===== src/rtl/lab2_proc_scoreboard.sv =====
// Register scoreboard: tracks in-flight destinations and answers stall/bypass queries for D-stage sources.
// Optional LAB2_PROC_SCOREBOARD_STATS_EN adds stall_cycles and byp_count counters.
module lab2_proc_scoreboard #(
  parameter int NREGS   = 32,
  parameter int NSTAGES = 3,
  parameter int NSRC    = 2,
  parameter int LATW    = 3
) (
  input  logic                                  clk,
  input  logic                                  reset,
  input  logic                                  issue_val,
  input  logic [$clog2(NREGS)-1:0]              issue_rd,
  input  logic                                  issue_wen,
  input  logic [LATW-1:0]                       issue_lat,
  input  logic                                  wake_val,
  input  logic [$clog2(NREGS)-1:0]              wake_rd,
  input  logic [NSTAGES-1:0]                    stage_adv,
  input  logic                                  flush,
  input  logic [NSRC*$clog2(NREGS)-1:0]         src_addr,
  input  logic [NSRC-1:0]                       src_use,
  output logic [NSRC-1:0]                       src_stall,
  output logic [NSRC*$clog2(NSTAGES+1)-1:0]     src_byp_sel,
  output logic                                  stall_D
`ifdef LAB2_PROC_SCOREBOARD_STATS_EN
  ,
  output logic [31:0]                           stall_cycles,
  output logic [31:0]                           byp_count
`endif
);

  localparam int AW = $clog2(NREGS);
  localparam int PW = $clog2(NSTAGES + 1);
  localparam logic [LATW-1:0] LAT_INF = '1;

  logic            pend_reg [NREGS];
  logic [LATW-1:0] cnt_reg  [NREGS];
  logic [PW-1:0]   pos_reg  [NREGS];
  logic            pend_next [NREGS];
  logic [LATW-1:0] cnt_next  [NREGS];
  logic [PW-1:0]   pos_next  [NREGS];

  logic issue_wr;
  assign issue_wr = issue_val & issue_wen & (issue_rd != '0);

  // Priority, lowest to highest: countdown/wake/advance, commit, issue, flush.
  always_comb begin
    logic adv;
    for (int r = 0; r < NREGS; r++) begin
      pend_next[r] = pend_reg[r];
      cnt_next[r]  = cnt_reg[r];
      pos_next[r]  = pos_reg[r];
      adv = 1'b0;
      for (int p = 1; p <= NSTAGES; p++) begin
        if (pos_reg[r] == PW'(p)) adv = stage_adv[p-1];
      end
      if (pend_reg[r]) begin
        if (wake_val && wake_rd == AW'(r))
          cnt_next[r] = '0;
        else if (cnt_reg[r] != '0 && cnt_reg[r] != LAT_INF)
          cnt_next[r] = cnt_reg[r] - LATW'(1);
        if (adv) begin
          if (pos_reg[r] == PW'(NSTAGES)) begin
            pend_next[r] = 1'b0;
            cnt_next[r]  = '0;
            pos_next[r]  = '0;
          end else begin
            pos_next[r] = pos_reg[r] + PW'(1);
          end
        end
      end
      if (issue_wr && issue_rd == AW'(r)) begin
        pend_next[r] = 1'b1;
        cnt_next[r]  = issue_lat;
        pos_next[r]  = PW'(1);
      end
      if (flush || r == 0) begin
        pend_next[r] = 1'b0;
        cnt_next[r]  = '0;
        pos_next[r]  = '0;
      end
    end
  end

  always_ff @(posedge clk or negedge reset) begin
    if (!reset) begin
      for (int r = 0; r < NREGS; r++) begin
        pend_reg[r] <= 1'b0;
        cnt_reg[r]  <= '0;
        pos_reg[r]  <= '0;
      end
    end else begin
      for (int r = 0; r < NREGS; r++) begin
        pend_reg[r] <= pend_next[r];
        cnt_reg[r]  <= cnt_next[r];
        pos_reg[r]  <= pos_next[r];
      end
    end
  end

  // Lookups use pre-update state, so an issuing instruction never sees its own write.
  for (genvar gi = 0; gi < NSRC; gi++) begin : g_src
    logic [AW-1:0] addr;
    logic          hit;
    assign addr = src_addr[gi*AW +: AW];
    assign hit  = src_use[gi] && (addr != '0) && pend_reg[addr];
    assign src_stall[gi] = hit && (cnt_reg[addr] != '0);
    assign src_byp_sel[gi*PW +: PW] = (hit && cnt_reg[addr] == '0) ? pos_reg[addr] : '0;
  end

  assign stall_D = |src_stall;

`ifdef LAB2_PROC_SCOREBOARD_STATS_EN
  logic [31:0] byp_inc;
  always_comb begin
    byp_inc = '0;
    for (int k = 0; k < NSRC; k++) begin
      byp_inc = byp_inc + 32'(|src_byp_sel[k*PW +: PW]);
    end
  end

  always_ff @(posedge clk or negedge reset) begin
    if (!reset) begin
      stall_cycles <= '0;
      byp_count    <= '0;
    end else begin
      stall_cycles <= stall_cycles + 32'(stall_D);
      byp_count    <= byp_count + byp_inc;
    end
  end
`endif

endmodule


===== config.mk =====
export PLATFORM = sky130hd
export DESIGN_NAME = lab2_proc_scoreboard
export DESIGN_NICKNAME = d
export VERILOG_FILES = /design/src/rtl/lab2_proc_scoreboard.sv
export SDC_FILE = /design/constraint.sdc
export NUM_CORES = 1
export LEC_CHECK = 0
export ABC_CLOCK_PERIOD_IN_PS = 2850
export CORE_MARGIN = 2
export CORE_UTILIZATION = 55
export CTS_CLUSTER_SIZE = 24
export DETAILED_ROUTE_END_ITERATION = 12
export MAX_ROUTING_LAYER = met4
export PLACE_DENSITY_LB_ADDON = 0.05
export SKIP_LAST_GASP = 1
export SLEW_MARGIN = 0
export SYNTH_ARGS = -nofsm -noshare
export SYNTH_HDL_FRONTEND = slang
export SYNTH_SLANG_ARGS = --single-unit

===== constraint.sdc =====
create_clock -name clk -period 2.85 [get_ports clk]
set_clock_uncertainty 0.2 [all_clocks]
set_input_delay 0.4275 -clock clk [delete_from_list [all_inputs] [get_ports clk]]
set_output_delay 0.4275 -clock clk [all_outputs]
set_load 0.02 [all_outputs]

==> Yosys cells after proc, flatten, opt, wreduce, memory -nomap -nowiden <==
Index checks and enable logic that the tools add are counted.
{ "totals": {"wordCells": 1220, "inputBits": 34, "output_inout_bits": 7, "reg_bits": 186} }
{ "op_classes": {"n_reduce_logical": 233, "eq_ne": 186, "add_sub_neg": 62, "bitwise_logic": 4, "mux": 640, "n_lt_le_gt_ge": 2} }
{ "ops": {"columns": ["operator", "count"], "rows": [
  ["$mux W3", 221],
  ["$mux W2", 161],
  ["$reduce_bool A3 Y1", 95],
  ["$mux W1", 252],
  ["$eq A5 B5 Y1 const B", 32],
  ["$eq A2 B2 Y1 const B", 62],
  ["$logic_and A1 B1 Y1", 101],
  ["$ne A3 B3 Y1 const B", 31],
  ["$sub A3 B1 Y3 const B", 31],
  ["$eq A5 B4 Y1 const B", 16],
  ["$add A2 B1 Y2 const B", 31],
  ["$eq A2 B1 Y1 const B", 31],
  ["$reduce_and A2 Y1", 31],
  ["$eq A5 B3 Y1 const B", 8],
  ["$bmux W3 S5", 2],
  ["$bmux W2 S5", 2],
  ["$eq A5 B2 Y1 const B", 4],
  ["$reduce_bool A5 Y1", 3],
  ["$ge A6 B6 Y1 const B", 2],
  ["$not A5 Y6", 2],
  ["$bmux W1 S5", 2],
  ["$eq A5 B1 Y1 const B", 2],
  ["$logic_not A3 Y1", 2],
  ["$and A1 B1 Y1", 2],
  ["$reduce_or A2 Y1", 1]
]} }

==> Longest topological paths before layout <==
Gate-level depths: netlist (run 1).
{ "logic_depth": {"depth_word": 9, "ltp_mapped": 10, "mapped_depth_nobuf": 9} }

==> Worst setup path before layout (run 1) <==
OpenSTA, ideal clock, no wires.
{ "synth_path": {"path_kind": "input to output", "startpoint": "input port src_addr[6]", "endpoint": "output port stall_D", "required_time_ns": 2.223, "t_arrival_ns": 2.567, "stages": 7, "path_slack_ns": -0.344, "path_buffers": 2, "path_cell_list": "clkbuf_1 buf_2 mux4_2 a221oi_1 a31oi_1 a21boi_0 or2_1"} }
{ "synth_via": {"elab_chain_len": 7, "elab_cells_between_ends": 13, "cone_classes": "6 x mux; 1 x bitwise; 6 x reduce/logical"} }
{ "synth_lines": {"columns": ["item", "line_no", "rtl"], "rows": [
  ["from (decl)", "19", "input logic [NSRC*$clog2(NREGS)-1:0] src_addr,"],
  ["$not A5 Y6 (implied by the code)", "105, 106", null],
  ["$bmux W3 S5 / $bmux W1 S5 (equally long branches)", "106, 105", null],
  ["$mux W3 (implied by the code) / $mux W1 (equally long branches) (2 in a row)", "106, 105", null],
  ["$reduce_bool A3 Y1 / $logic_and A1 B1 Y1 (equally long branches)", "106, 105", null],
  ["$logic_and A1 B1 Y1 (*)", "106", "assign src_stall[gi] = hit && (cnt_reg[addr] != '0);"],
  ["net src_stall[1]", "21", "output logic [NSRC-1:0] src_stall,"],
  ["$reduce_or A2 Y1 (*)", "110", "assign stall_D = |src_stall;"],
  ["to (decl)", "23", "output logic stall_D"]
]} }
The timed path passes the listed nets; every way through them passes the cells marked *. The select of a mux whose other input is x is not followed.

==> Final worst setup path (run 1) <==
{ "layout_path": {"startpoint": "register cnt_reg[85] (netlist name)", "endpoint": "output port src_byp_sel[2]"} }
{ "layout_via": {"elab_chain_len": 6} }
{ "layout_lines": {"columns": ["item", "line_no", "rtl"], "rows": [
  ["from (decl)", "36", "logic [LATW-1:0] cnt_reg [NREGS];"],
  ["from (signal, indexed assignment)", "94", "cnt_reg[r] <= cnt_next[r];"],
  ["$bmux W3 S5", "107", "assign src_byp_sel[gi*PW +: PW] = (hit && cnt_reg[addr] == '0) ? pos_reg[addr] : '0;"],
  ["$mux W3 (implied by the code) (2 in a row)", "107", null],
  ["$logic_not A3 Y1", "107", null],
  ["$logic_and A1 B1 Y1", "107", null],
  ["$mux W2", "107", null],
  ["to (decl)", "22", "output logic [NSRC*$clog2(NSTAGES+1)-1:0] src_byp_sel,"]
]} }
Every way passes these cells. The select of a mux whose other input is x is not followed.

==> results of run 1 <==
[worst max-delay path, delay by kind of cell, from the launching register on]
family          cells  cell delay [ns]
flops               1             0.38
compound gates      4             0.73
buf+inv             2             0.34
simple gates        3             0.84
[where the power goes]
part / internal (mW) / leakage [nW] / total [mW] / switching (mW)
logic: 0.359 / 5.77 / 0.893 / 0.535
clock network: 1.50 / 0.288 / 2.68 / 1.18
registers: 2.66 / 2.57 / 2.68 / 0.0225
total: 4.51 / 8.63 / 6.25 / 1.74
[cells in the mapped netlist (all sizes together) (22+ instances only)]
cell type | n | area (um2)
mux2i | 60 | 601
buf | 25 | 141
nor3 | 97 | 485
a221oi | 32 | 280
clkbuf | 64 | 240
nand2 | 276 | 1040
inv | 132 | 495
ha | 155 | 1940
a211oi | 46 | 345
nor2 | 160 | 601
dfrtp | 186 | 4650
nor2b | 22 | 138
o21ai | 123 | 616
a21oi | 109 | 546
mux4 | 64 | 1440
[logic make-up after synthesis]
| family | share of synthesized area [%] |
|---|---|
| AOI/OAI and AO/OA | 17.8 |
| adders and majority gates | 12.5 |
| xor gates and xnor gates | 1.18 |
| DFF | 29.9 |
| muxes | 14.4 |
| buffers and inverters | 5.66 |
| and+or+nand+nor | 18.7 |
[repair_timing]
action,in CTS,in global routing
hold endpoints to repair,55,0
pin swaps,18,13
setup buffers,4,7
gates cloned,0,1
hold buffers,1,0
gates resized for setup,59,20
setup endpoints to repair,7,7
[layer usage]
metal / vias up / wire (um) / share of wire [%]
li1: 7198 / - / -
met1: 7701 / 22600 / 41
met2: 829 / 24500 / 44
met3: 185 / 5880 / 11
met4: 0 / 2530 / 4.6
met5: - / 0 / 0
[layout make-up]
cell class | count | area (um2) | share of cell area, %
Multi-Input combinational cell | 1407 | 10200 | 51.7
Sequential cell | 186 | 4670 | 23.5
Timing Repair Buffer | 399 | 3310 | 16.7
Inverter | 133 | 499 | 2.52
Tap cell | 378 | 473 | 2.38
Clock buffer | 19 | 443 | 2.23
Clock inverter | 13 | 191 | 0.965
Antenna cell | 1 | 2.50 | 0.0126
[worst max-delay path by stage]
stage	endpoint	slack (ns)	cells after the start
after floorplan	stall_D	-0.07	7
after global placement	src_byp_sel[0]	-0.91	9
after detailed placement	src_byp_sel[0]	-0.94	9
after CTS	stall_D	-0.56	10
after global routing	stall_D	-0.61	9
final	src_byp_sel[2]	-0.53	9
[through the flow]
stage	utilization (%)	hold slack [ns]
floorplan	-	-0.0681
global placement	68.0	0.249
detailed placement	68.0	0.252
CTS	70.7	0.279
global route	71.2	0.294
finish	71.2	0.255
==> reports/metrics.csv, run 1 <==
metric,value,unit
HP Class,input port to flop,
PD cells,315,nW/um2
layout cells sized above 1,24.6,%
TNS Setup,-3.29,ns
cell count after synthesis,1815,
routed len/inst,21.9,um
Num CTS Buffers,17,
core area,27900,um2
placed inst area,18900,um2
die width,172,um
final wirelength,55500,um
H-tree Lvls,4,
initial core utilization,55.9,%
"Hold Vio Cnt, Final",0,
GR Layer Usage met2,58.9,%
r2r worst-path depth,8,
Worst Hold Endpoint,cnt_reg[41]$_DFFE_PN0P_,
gr usage total,39.5,%
global route overflow,0,
Hold Crit Depth,2,
worst rel slew slack,46.4,%
Max Clk Rate,295,MHz
DRT iter0 DRCs,1768,
grt met1 use,52.6,%
top_reg_cell synth,dfrtp_1,
failing checks,setup timing,
remaining antenna violation count after routing,0,
initial antenna violation count,1,
setup violators final,7,
Yosys reg bits,186,
IO buf count,40,
Largest register FFs,93,
Clock Tree Buf Depth,2,
setup slack after layout,-0.535,ns
worst-path fanout max,2,
DRC Markers,0,
post-synth cell types,55,
layer carrying the most global-route usage,met2,
RePlAce Congestion,1.03,
largest net degree at the start of global routing,92,
hold path startpoint,flush,
Post-synth EDFFs,0,
Syn Nets,2004,
met3 Track Usage GR,7.46,%
crit share post-route,119,%
Setup WS pre-CTS,-0.941,ns
# clock sinks,186,
Reg2Reg Setup Slack,0.59,ns
std cell rows,61,
Max Slew Vio Count,0,
hpwl dp,41000,um
1st-pass router iterations,6,
Vias,15900,
die area,29700,um2
first-pass GRT wire length,85200,um
"commonest non-fill, non-tap cells in the layout","buf_4, nand2_1, dfrtp_1",
Clock Tree Root,clkbuf_16,
LEAKAGE,8.63,nW
"Async S/R FF share, synth",100,%
Avg Inst Size Synth,8.57,um2
worst flop-to-flop path startpoint,pos_reg[20]$_DFFE_PN0P_,
Critical-path top delay cell,or4_4,
capturing point of the worst reg2reg path,pos_reg[21]$_DFFE_PN0P_,
PnR Total Power,6.25,mW
outcome,"complete, but fails checks",
"commonest non-fill, non-tap cell in the layout",buf_4,
worst slew pin tran,0.803,ns
CP Launch Type,flop,
Finished Layout Cells,2536,
"CTS clk-pin slew, worst paths",0.08,ns
Setup CP Type,flop to primary output,
"critical path, cell by cell",or4_4 -> a32oi_1 -> and3_1 -> o211ai_1 -> buf_4 -> a31oi_4 -> nand3_2 -> a211oi_4 -> buf_6,
CP endpoint kind,primary output,
RSZ-0062 raised after global routing,yes,
register area share after synthesis,29.9,%
Yosys warnings,0,
max-cap violations,0,
vias in the first global route,15100,
CTS tree,built,
fillers,2209,
"Arr. time, crit path",2.76,ns
post-DR vias/cell,6.27,
Final #Nets,2333,
Clock Latency Late Sink,0.47,ns
Die Y,172,um
final instance area,19800,um2
synthesis-to-layout area growth,27.5,%
Worst EP required,2.22,ns
cell count after placement,2492,
synthesized area,15600,um2
Crit path largest cell delay,0.53,ns
Max VDD drop,0.384,mV
worst setup path startpoint,cnt_reg[85]$_DFFE_PN0P_,
fin crit period,3.38,ns
# IOs,41,
No activity file was read; power rests on OpenSTA's default activity.
==> run 2, diff against run 1 <==
--- a/config.mk
+++ b/config.mk
@@ -6,7 +6,6 @@
 export NUM_CORES = 1
 export LEC_CHECK = 0
 export ABC_CLOCK_PERIOD_IN_PS = 2850
-export CORE_MARGIN = 2
 export CORE_UTILIZATION = 55
 export CTS_CLUSTER_SIZE = 24
 export DETAILED_ROUTE_END_ITERATION = 12
==> reports/metrics.csv, run 2 (synthesis gave the netlist of run 1 again) <==
metric,value,unit
worst setup path startpoint,cnt_reg[85]$_DFFE_PN0P_,
worst-path fanout max,2,
RePlAce Congestion,0.997,
hpwl dp,40900,um
Max Slew Vio Count,0,
crit share post-route,120,%
fin crit period,3.43,ns
Max Clk Rate,292,MHz
HP Class,input port to flop,
grt met1 use,51.9,%
"CTS clk-pin slew, worst paths",0.08,ns
layout cells sized above 1,23.8,%
core area,27800,um2
Num CTS Buffers,17,
"critical path, cell by cell",or4_4 -> a32oi_1 -> and3_1 -> o211ai_1 -> buf_4 -> a31oi_4 -> buf_6 -> a21boi_4 -> or2_4 -> buf_6,
die area,29000,um2
Critical-path top delay cell,or4_4,
worst flop-to-flop path startpoint,pos_reg[26]$_DFFE_PN0P_,
1st-pass router iterations,6,
max-cap violations,0,
"commonest non-fill, non-tap cell in the layout",buf_4,
IO buf count,40,
LEAKAGE,8.54,nW
die width,170,um
Final #Nets,2318,
Vias,15700,
GR Layer Usage met2,59.6,%
failing checks,setup timing,
global route overflow,0,
"Arr. time, crit path",2.80,ns
worst slew pin tran,0.852,ns
Setup WS pre-CTS,-1.18,ns
Crit path largest cell delay,0.56,ns
"commonest non-fill, non-tap cells in the layout","buf_4, nand2_1, dfrtp_1",
Clock Tree Buf Depth,2,
setup slack after layout,-0.576,ns
final wirelength,54400,um
worst rel slew slack,42.9,%
H-tree Lvls,4,
setup violators final,7,
routed len/inst,21.6,um
r2r worst-path depth,8,
largest net degree at the start of global routing,68,
vias in the first global route,15100,
cell count after placement,2487,
Worst EP required,2.22,ns
remaining antenna violation count after routing,0,
post-DR vias/cell,6.23,
gr usage total,40.3,%
capturing point of the worst reg2reg path,pos_reg[27]$_DFFE_PN0P_,
# clock sinks,186,
# IOs,41,
Antenna Cells,0,
initial antenna violation count,0,
CP most frequent cell,buf_6,
CP endpoint kind,primary output,
layer carrying the most global-route usage,met2,
met3 Track Usage GR,11.3,%
initial core utilization,56.0,%
Max VDD drop,0.389,mV
DRC Markers,0,
CP endpoint,stall_D,
RSZ-0062 raised after global routing,yes,
std cell rows,61,
Die Y,170,um
Clock Latency Late Sink,0.46,ns
"Hold Vio Cnt, Final",0,
CTS tree,built,
TNS Setup,-3.21,ns
Largest register FFs,93,
Reg2Reg Setup Slack,0.58,ns
Finished Layout Cells,2520,
PD cells,303,nW/um2
CP Launch Type,flop,
Setup CP Type,flop to primary output,
synthesis-to-layout area growth,25.9,%
DRT iter0 DRCs,1539,
first-pass GRT wire length,84800,um
outcome,"complete, but fails checks",
Clock Tree Root,clkbuf_16,
==> run 2: changes by cell type in the layout (fill, tap and decap cells not counted), moves of 2 or more <==
cell and delta:
clkinv_4 +2, bufinv_16 -4, inv_8 +3, buf_12 -2, dfrtp_2 -9, buf_4 -11, dfrtp_1 +9, clkinvlp_4 -4
==> run 2: critical path, delay by kind of cell (launching register included) <==
family,cells,cell delay (ns)
buffers and inverters,3,0.44
AO/OA/AOI/OAI,4,0.55
flip-flops,1,0.38
AND/OR/NAND/NOR,3,0.97
==> run 2: stage by stage <==
| stage | area, um2 | util (%) | power [mW] | hold WS, ns |
|---|---|---|---|---|
| after floorplan | 15700 | - | 3.14 | -0.0681 |
| after global placement | 18900 | 67.9 | 3.55 | 0.278 |
| after detailed placement | 18900 | 67.9 | 3.57 | 0.279 |
| after CTS | 19500 | 70.2 | 5.94 | 0.172 |
| after global routing | 19600 | 70.5 | 6.12 | 0.207 |
| final | 19600 | 70.5 | 5.94 | 0.189 |
==> run 2: report_power, final <==
part	internal, mW	switching (mW)	leakage (nW)	total, mW
clock	1.19	1.19	0.273	2.38
sequential	2.66	0.0206	2.59	2.68
combinational	0.348	0.532	5.68	0.880
==> run 2: per-layer routing <==
layer	part of all wire (%)	routed length [um]	vias to the layer above
li1	-	-	7166
met1	41	22400	7591
met2	44	24000	770
met3	11	5930	170
met4	4.0	2150	0
met5	0	0	-
==> run 2: timing repair <==
action                                  CTS  global route
endpoints found under the hold margin    63             0
buffers inserted                          0             1
gates resized for setup                  49            26
hold buffers                              1             0
pin swaps                                 7            11
endpoints found under the setup margin    7             9
==> run 2: worst min path at each step <==
stage                     startpoint                       to  slack (ns)  cells after the start
after floorplan                reset   cnt_reg[0]$_DFFE_PN0P_       -0.07                      0
after global placement         reset  cnt_reg[40]$_DFFE_PN0P_        0.28                      1
after detailed placement       reset  cnt_reg[40]$_DFFE_PN0P_        0.28                      1
after CTS                      flush  cnt_reg[86]$_DFFE_PN0P_        0.17                      2
after global routing           flush  cnt_reg[89]$_DFFE_PN0P_        0.21                      2
final                          flush  cnt_reg[89]$_DFFE_PN0P_        0.19                      2
==> run 2: area by class of cell <==
cell class | count | area [um2]
multi-input cells | 1407 | 10200
clock buffers | 20 | 457
clock inverters | 12 | 106
well taps | 378 | 473
fillers | 2214 | 8190
flip-flops and latches | 186 | 4660
repair buffers | 384 | 3160
inverters | 133 | 499
